File: src/rtl/key_pulse.sv
// key_pulse: push-button debouncer for a BCD counter's increment input.
// The raw key is synchronised, sampled once per tick, and confirmed by a
// four-state FSM. Each confirmed press gives exactly one clock-wide pulse on x.
module key_pulse #(
    parameter int DIV    = 1000,
    parameter int STABLE = 4
) (
    input  logic clk,
    input  logic reset,
    input  logic key_in,
    output logic x,
    output logic key_level,
    output logic tick
);

    localparam int              DW       = (DIV > 2) ? $clog2(DIV) : 1;
    localparam logic [DW-1:0]   DIV_LAST = DW'(DIV - 1);
    localparam logic [3:0]      STABLE_C = 4'(STABLE);

    // All four encodings are used. The default branch still forces IDLE so that a
    // corrupted state register recovers on the next clock.
    typedef enum logic [1:0] {
        IDLE         = 2'b00,
        PRESS_WAIT   = 2'b01,
        PRESSED      = 2'b10,
        RELEASE_WAIT = 2'b11
    } state_t;

    logic          r_sync1;
    logic          r_sync2;
    logic [DW-1:0] r_div;
    logic [DW-1:0] w_div_next;
    logic          r_tick;
    logic [3:0]    r_scnt;
    logic [3:0]    w_scnt_next;
    logic [3:0]    w_scnt_inc;
    logic          w_stable_hit;
    state_t        r_state;
    state_t        w_state_next;
    logic          w_pulse;
    logic          r_x;
    logic          r_level;

    assign w_div_next   = (r_div == DIV_LAST) ? {DW{1'b0}} : (r_div + DW'(1));
    assign w_scnt_inc   = r_scnt + 4'd1;
    assign w_stable_hit = (w_scnt_inc == STABLE_C);

    // Two-flop synchronizer for the asynchronous key input.
    always_ff @(posedge clk) begin
        if (!reset) begin
            r_sync1 <= 1'b0;
            r_sync2 <= 1'b0;
        end else begin
            r_sync1 <= key_in;
            r_sync2 <= r_sync1;
        end
    end

    // Sample divider. The registered tick is high while the count sits at DIV-1.
    always_ff @(posedge clk) begin
        if (!reset) begin
            r_div  <= {DW{1'b0}};
            r_tick <= 1'b0;
        end else begin
            r_div  <= w_div_next;
            r_tick <= (w_div_next == DIV_LAST);
        end
    end

    // Next-state, sample-count and press-pulse logic. It only advances on tick.
    always_comb begin
        w_state_next = r_state;
        w_scnt_next  = r_scnt;
        w_pulse      = 1'b0;
        case (r_state)
            IDLE: begin
                if (r_tick && r_sync2) begin
                    w_state_next = PRESS_WAIT;
                    w_scnt_next  = 4'd1;
                end else begin
                    w_state_next = IDLE;
                end
            end
            PRESS_WAIT: begin
                if (r_tick && !r_sync2) begin
                    w_state_next = IDLE;
                    w_scnt_next  = 4'd0;
                end else if (r_tick && w_stable_hit) begin
                    w_state_next = PRESSED;
                    w_scnt_next  = 4'd0;
                    w_pulse      = 1'b1;
                end else if (r_tick) begin
                    w_scnt_next  = w_scnt_inc;
                end else begin
                    w_state_next = PRESS_WAIT;
                end
            end
            PRESSED: begin
                if (r_tick && !r_sync2) begin
                    w_state_next = RELEASE_WAIT;
                    w_scnt_next  = 4'd1;
                end else begin
                    w_state_next = PRESSED;
                end
            end
            RELEASE_WAIT: begin
                // A key that returns high before release is confirmed is the same press.
                if (r_tick && r_sync2) begin
                    w_state_next = PRESSED;
                    w_scnt_next  = 4'd0;
                end else if (r_tick && w_stable_hit) begin
                    w_state_next = IDLE;
                    w_scnt_next  = 4'd0;
                end else if (r_tick) begin
                    w_scnt_next  = w_scnt_inc;
                end else begin
                    w_state_next = RELEASE_WAIT;
                end
            end
            default: begin
                w_state_next = IDLE;
                w_scnt_next  = 4'd0;
            end
        endcase
    end

    // State, sample count and registered outputs.
    always_ff @(posedge clk) begin
        if (!reset) begin
            r_state <= IDLE;
            r_scnt  <= 4'd0;
            r_x     <= 1'b0;
            r_level <= 1'b0;
        end else begin
            r_state <= w_state_next;
            r_scnt  <= w_scnt_next;
            r_x     <= w_pulse;
            r_level <= (w_state_next == PRESSED) || (w_state_next == RELEASE_WAIT);
        end
    end

    assign x         = r_x;
    assign key_level = r_level;
    assign tick      = r_tick;

endmodule

File: config.mk
export PLATFORM = sky130hd
export DESIGN_NAME = key_pulse
export DESIGN_NICKNAME = d
export VERILOG_FILES = /design/src/rtl/key_pulse.sv
export SDC_FILE = /design/constraint.sdc
export NUM_CORES = 1
export LEC_CHECK = 0
export CAP_MARGIN = 20
export CORE_MARGIN = 2
export CORE_UTILIZATION = 45
export DETAILED_ROUTE_END_ITERATION = 12
export RECOVER_POWER = 50
export SLEW_MARGIN = 15
export SYNTH_ARGS = -nofsm -noshare
export SYNTH_HDL_FRONTEND = slang
export SYNTH_SLANG_ARGS = --single-unit
export TNS_END_PERCENT = 20
File: constraint.sdc
create_clock -name clk -period 2.2 [get_ports clk]
set_clock_uncertainty 0.2 [all_clocks]
set_input_delay 0.55 -clock clk [delete_from_list [all_inputs] [get_ports clk]]
set_output_delay 0.55 -clock clk [all_outputs]
set_load 0.01 [all_outputs]
After elaboration in Yosys (flattened, before gate mapping):

Cells that the tools add are included.

* flip-flop bits (word level): 21
* output and inout port bits: 3
* logic and storage cells: 48

* add/sub/neg operators: 2
* eq/ne operators: 10
* multiplexer cells: 18
* bitwise logic cells: 2
* reductions and logical operators: 8

Operators by type and width (number)
* $mux 4: 6
* $eq 10x10->1 const B: 2
* $pmux 4 s4: 1
* $mux 2: 6
* $add 10x1->10 const B: 1
* $mux 10: 1
* $eq 2x2->1 const B: 4
* $pmux 2 s4: 1
* $add 4x1->4 const B: 1
* $eq 4x3->1 const B: 1
* $ne 2x2->1 const B: 2
* $logic_and 1x1->1: 3
* $mux 1: 3
* $reduce_or 3->1: 1
* $eq 2x1->1 const B: 1
* $logic_not 2->1: 1
* $not 1->1: 2
* $reduce_and 2->1: 1
* $logic_not 1->1: 1
* $logic_or 1x1->1: 1

Longest topological paths before layout:

* depth in word-level cells: 8
* depth in mapped cells: 6
* gate-level depth less buffers: 6

Least setup slack after synthesis:

OpenSTA, ideal clock, no wires.

* kind: reg-to-reg
* from: register r_div[0]
* to: register r_tick (netlist: tick)
* library setup time: 0.130 ns
* arrival time: 1.527 ns
* setup slack: 0.343 ns
* cell stages (with the launch flop): 7
* path buffers: 0
* path through: dfxtp_1 > ha_1 > nand2_2 > nor4_4 > nor2_1 > a311o_1 > nor4b_4

* word-level cells in the longest chain between the ends: 3
* elaborated cells on any way between the ends: 4

Ends and longest elaborated chain
* start, declared: RTL line 31 `logic [DW-1:0] r_div;`
* start signal, assigned: RTL line 62 `r_div <= {DW{1'b0}};`
* start signal, assigned: RTL line 65 `r_div <= w_div_next;`
* $add 10x1->10 / $eq 10x10->1 (equally long branches): RTL line 44 `assign w_div_next = (r_div == DIV_LAST) ? {DW{1'b0}} : (r_div + DW'(1));`
* $mux 10 (*): RTL line 44
* $eq 10x10->1 (*): RTL line 66 `r_tick <= (w_div_next == DIV_LAST);`
* end signal, assigned: RTL line 66
* end, declared: RTL line 33 `logic r_tick;`

Every way passes the cells marked *; elsewhere a longest branch is shown, timed or not.
A chain may end at the register's enable or synchronous reset.

Worst setup path after layout:

Ends and elaborated chain as after synthesis.

==> flow_summary_export.csv <==
group,metric,value,unit
logic_synthesis,ys_warn_count,0,
drt,dr.pass1.iters,4,
power_and_ir_drop,powerDensity,529.0,mW/mm^2
timing,maxSlewViolCount,0,
finish,area_delta_synth_final,14.15,%
worst_setup_path,worstReg2RegStart,"r_div[0]",
logic_synthesis,yosys.area_share.simple,0.3192,
power_and_ir_drop,p_leak,0.4388,nW
worst_setup_path,critPathKind,"reg -> reg",
clock_tree,clk_latency,0.30,ns
worst_setup_path,r2r_slack,0.17,ns
power_and_ir_drop,pwr-share-seq,0.599,
power_and_ir_drop,intPower,0.4871,mW
worst_setup_path,crit_start,"r_div[0]",
timing,slew_headroom,0.7602,
logic_synthesis,syn_inst,116,
worst_setup_path,r2r_end,"tick",
logic_synthesis,synth_nets,123,
logic_synthesis,netlist_top_cells_area,"dfxtp_1, ha_1, nand2_1, nor2_1, xor2_1",
flow_run,cap_violations,0,
timing,hold_viol_final,0,
die,ioPinCount,6,
grt,grt_pass1_vias,767,
drt,wl,1862,um
clock_tree,cts_root_buf,"clkbuf_4",
power_and_ir_drop,pwr-share-comb,0.057,
logic_synthesis,syn_area_per_cell,8.920,um^2
power_and_ir_drop,ir_drop,0.0005025,V
clock_tree,cts.sink_count,20,
worst_hold_path,min_path_type,"reg -> reg",
clock_tree,cts_buffer_depth,2,
clock_tree,cts_tree,"yes",
drt,wl_per_cell,11.94,um
die,die_y,51.95,um
finish,final_core_util,0.5391,
clock_tree,post_cts_buffers,0,
logic_synthesis,ys_top_cells_by_count,"dfxtp_1, nand2_1, nor2_1",
grt,grt_overflow,0,
grt,antenna_found_initial,0,
logic_synthesis,yosys_most_used_dff,"dfxtp_1",
worst_setup_path,path_cells,"ha_1 > nand2_2 > nor4_4 > nor2_1 > a311o_1 > nor4b_4",
worst_setup_path,worst_r2r_path_depth,6,
timing,tns,0,ns
logic_synthesis,synthXorXnorAreaFrac,0.05925,
finish,instances_no_fill,156,
clock_tree,postCtsHoldBufs,0,
timing,min_period,2.031,ns
logic_synthesis,synth_compound_gate_area_share,0.1330,
power_and_ir_drop,p_switching,0.1378,mW
die,placeableCoreArea,0.002191,mm^2
drt,via_per_inst,5.404,
drt,dr_total_vias,843,
worst_setup_path,crit_arrival,2.02,ns
placed_design,dp_hpwl,1425,um
logic_synthesis,synth_top_family_by_area,"simple AND/OR/NAND/NOR gates",
grt,grt_use_total,0.1685,
clock_tree,cts.repair.resized,0,
die,dieWidth,51.95,um
finish,drive_above_1_share,0.1172,
logic_synthesis,ys_types,42,
logic_synthesis,async_reset_ff_frac,0,
drt,first_iter_violations,22,
timing,finalSetupViolCount,0,
logic_synthesis,synthAdderAreaFrac,0.04837,
finish,finalInstanceArea,0.001181,mm^2
placed_design,place_inst,152,
worst_setup_path,crit_required,2.19,ns
clock_tree,numCtsBuffers,3,
worst_setup_path,path_depth,6,
logic_synthesis,muxShareOfSynthArea,0.03023,
timing,clock.fmax,492.3,MHz
drt,drc,0,
grt,grt_pass1_wl,3325,um
logic_synthesis,yosysTopAreaCell,"dfxtp_1",
logic_synthesis,yosysMostFrequentCell,"dfxtp_1",
timing,fin_crit_sh,0.9233,
logic_synthesis,synth_area,0.001035,mm^2
status,status,"completed",
grt,grt_max_degree,12,
worst_setup_path,endpoint,"tick",
worst_setup_path,cpLargestDelayFamily,"simple AND/OR/NAND/NOR gates",
worst_setup_path,cp_slowest_cell,"dfxtp_1",
finish,nets,136,
worst_setup_path,max_stage_delay,0.45,ns
placed_design,place_congestion,0.8436,
worst_setup_path,start_kind,"flip-flop",
die,start_util,0.4723,
die,row_count,17,
logic_synthesis,synth-edff-count,0,
timing,rsz0062_at_grt,"no",
timing,worst_pin_slew,0.3585,ns
logic_synthesis,synth-seq-cells,20,
die,die_area,0.002699,mm^2
worst_setup_path,cp-end-kind,"flip-flop",
logic_synthesis,yosysSeqAreaShare,0.3869,
worst_setup_path,cp_num_buf_inv,0,
logic_synthesis,synth_top_area_share,0.3869,
finish,n_antenna_cell,0,
drt,antenna_left,0,
worst_setup_path,critPathMaxFanout,7,
power_and_ir_drop,clockPowerShare,0.343,
power_and_ir_drop,switching_share,0.2205,
placed_design,io_buffers,5,
clock_tree,clkSlewWorstSetupHoldPaths,0.11,ns
clock_tree,cts_max_level,1,
placed_design,placed_cell_area,0.001149,mm^2
-- layout by cell type, fill, tap and decap left out, types with 4 or more instances in the layout --
cell / instances
a21oi_1: 5
buf_4: 4
dfxtp_1: 20
ha_1: 4
inv_1: 4
nand2_1: 12
nand3_1: 5
nor2_1: 10
nor2b_1: 4
o21ai_0: 6
xor2_1: 4
-- through the flow --
step                hold WS [ns]  total power, mW  setup WS, ns
finish                    0.2548           0.6248        0.1687
detailed placement        0.2192           0.4201        0.1494
global placement          0.2230           0.4191        0.1905
CTS                       0.2559           0.6327        0.1737
global route              0.3104           0.6494       0.03423
floorplan                 0.2119           0.4020        0.3430
-- worst reg2reg max path: stages, from the launching register on --
cell,delay (ns)
dfxtp_1,0.45
ha_1,0.29
nand2_2,0.11
nor4_4,0.27
nor2_1,0.08
a311o_1,0.38
nor4b_4,0.14
-- routing by layer --
layer  vias to the layer above  wire (um)  track usage
met1                       390        940       0.2240
li1                        435          -            -
met5                         -          0            0
met2                        14        817       0.2532
met3                         4         61      0.03448
met4                         0         42      0.09211
-- power groups by stage --
stage / Sequential [mW] / Clock, mW / Combinational, mW
final: 0.374 / 0.215 / 0.0358
after floorplan: 0.383 / 0 / 0.0194
after global placement: 0.382 / 0 / 0.0367
after global routing: 0.376 / 0.232 / 0.0413
after CTS: 0.375 / 0.221 / 0.0375
after detailed placement: 0.383 / 0 / 0.0373
-- how the worst min path moves through the flow --
stage,from,endpoint,slack [ns],depth (start not counted)
2_1_floorplan,r_sync1,r_sync2,0.21,1
3_3_place_gp,r_sync1,r_sync2,0.22,1
3_5_place_dp,r_sync1,r_sync2,0.22,1
4_1_cts,r_sync1,r_sync2,0.26,1
5_1_grt,r_sync1,r_sync2,0.31,1
6_report,r_sync1,r_sync2,0.25,1
-- kinds of logic (layout without fill, tap and decap cells) --
| logic type | Yosys count | count (layout) |
|---|---|---|
| simple gates | 54 | 54 |
| compound gates | 22 | 22 |
| flops | 20 | 20 |
| xor+xnor | 7 | 7 |
| buf+inv | 6 | 18 |
| fa+ha+maj | 4 | 4 |
| mux | 3 | 3 |
-- registers in the layout, summed over array words and instances (netlist names) --
register	cells
r_div	10
r_scnt	4
r_state	2
r_sync1	1
r_sync2	1
tick	1
x	1
-- layout make-up --
type | instances | area [um^2]
Fill cell | 202 | 1010
Multi-Input combinational cell | 90 | 610.6
Sequential cell | 20 | 400.4
Timing Repair Buffer | 10 | 83.83
Clock buffer | 4 | 36.28
Tap cell | 28 | 35.03
Inverter | 4 | 15.01
Power figures use the tool's default switching activity.
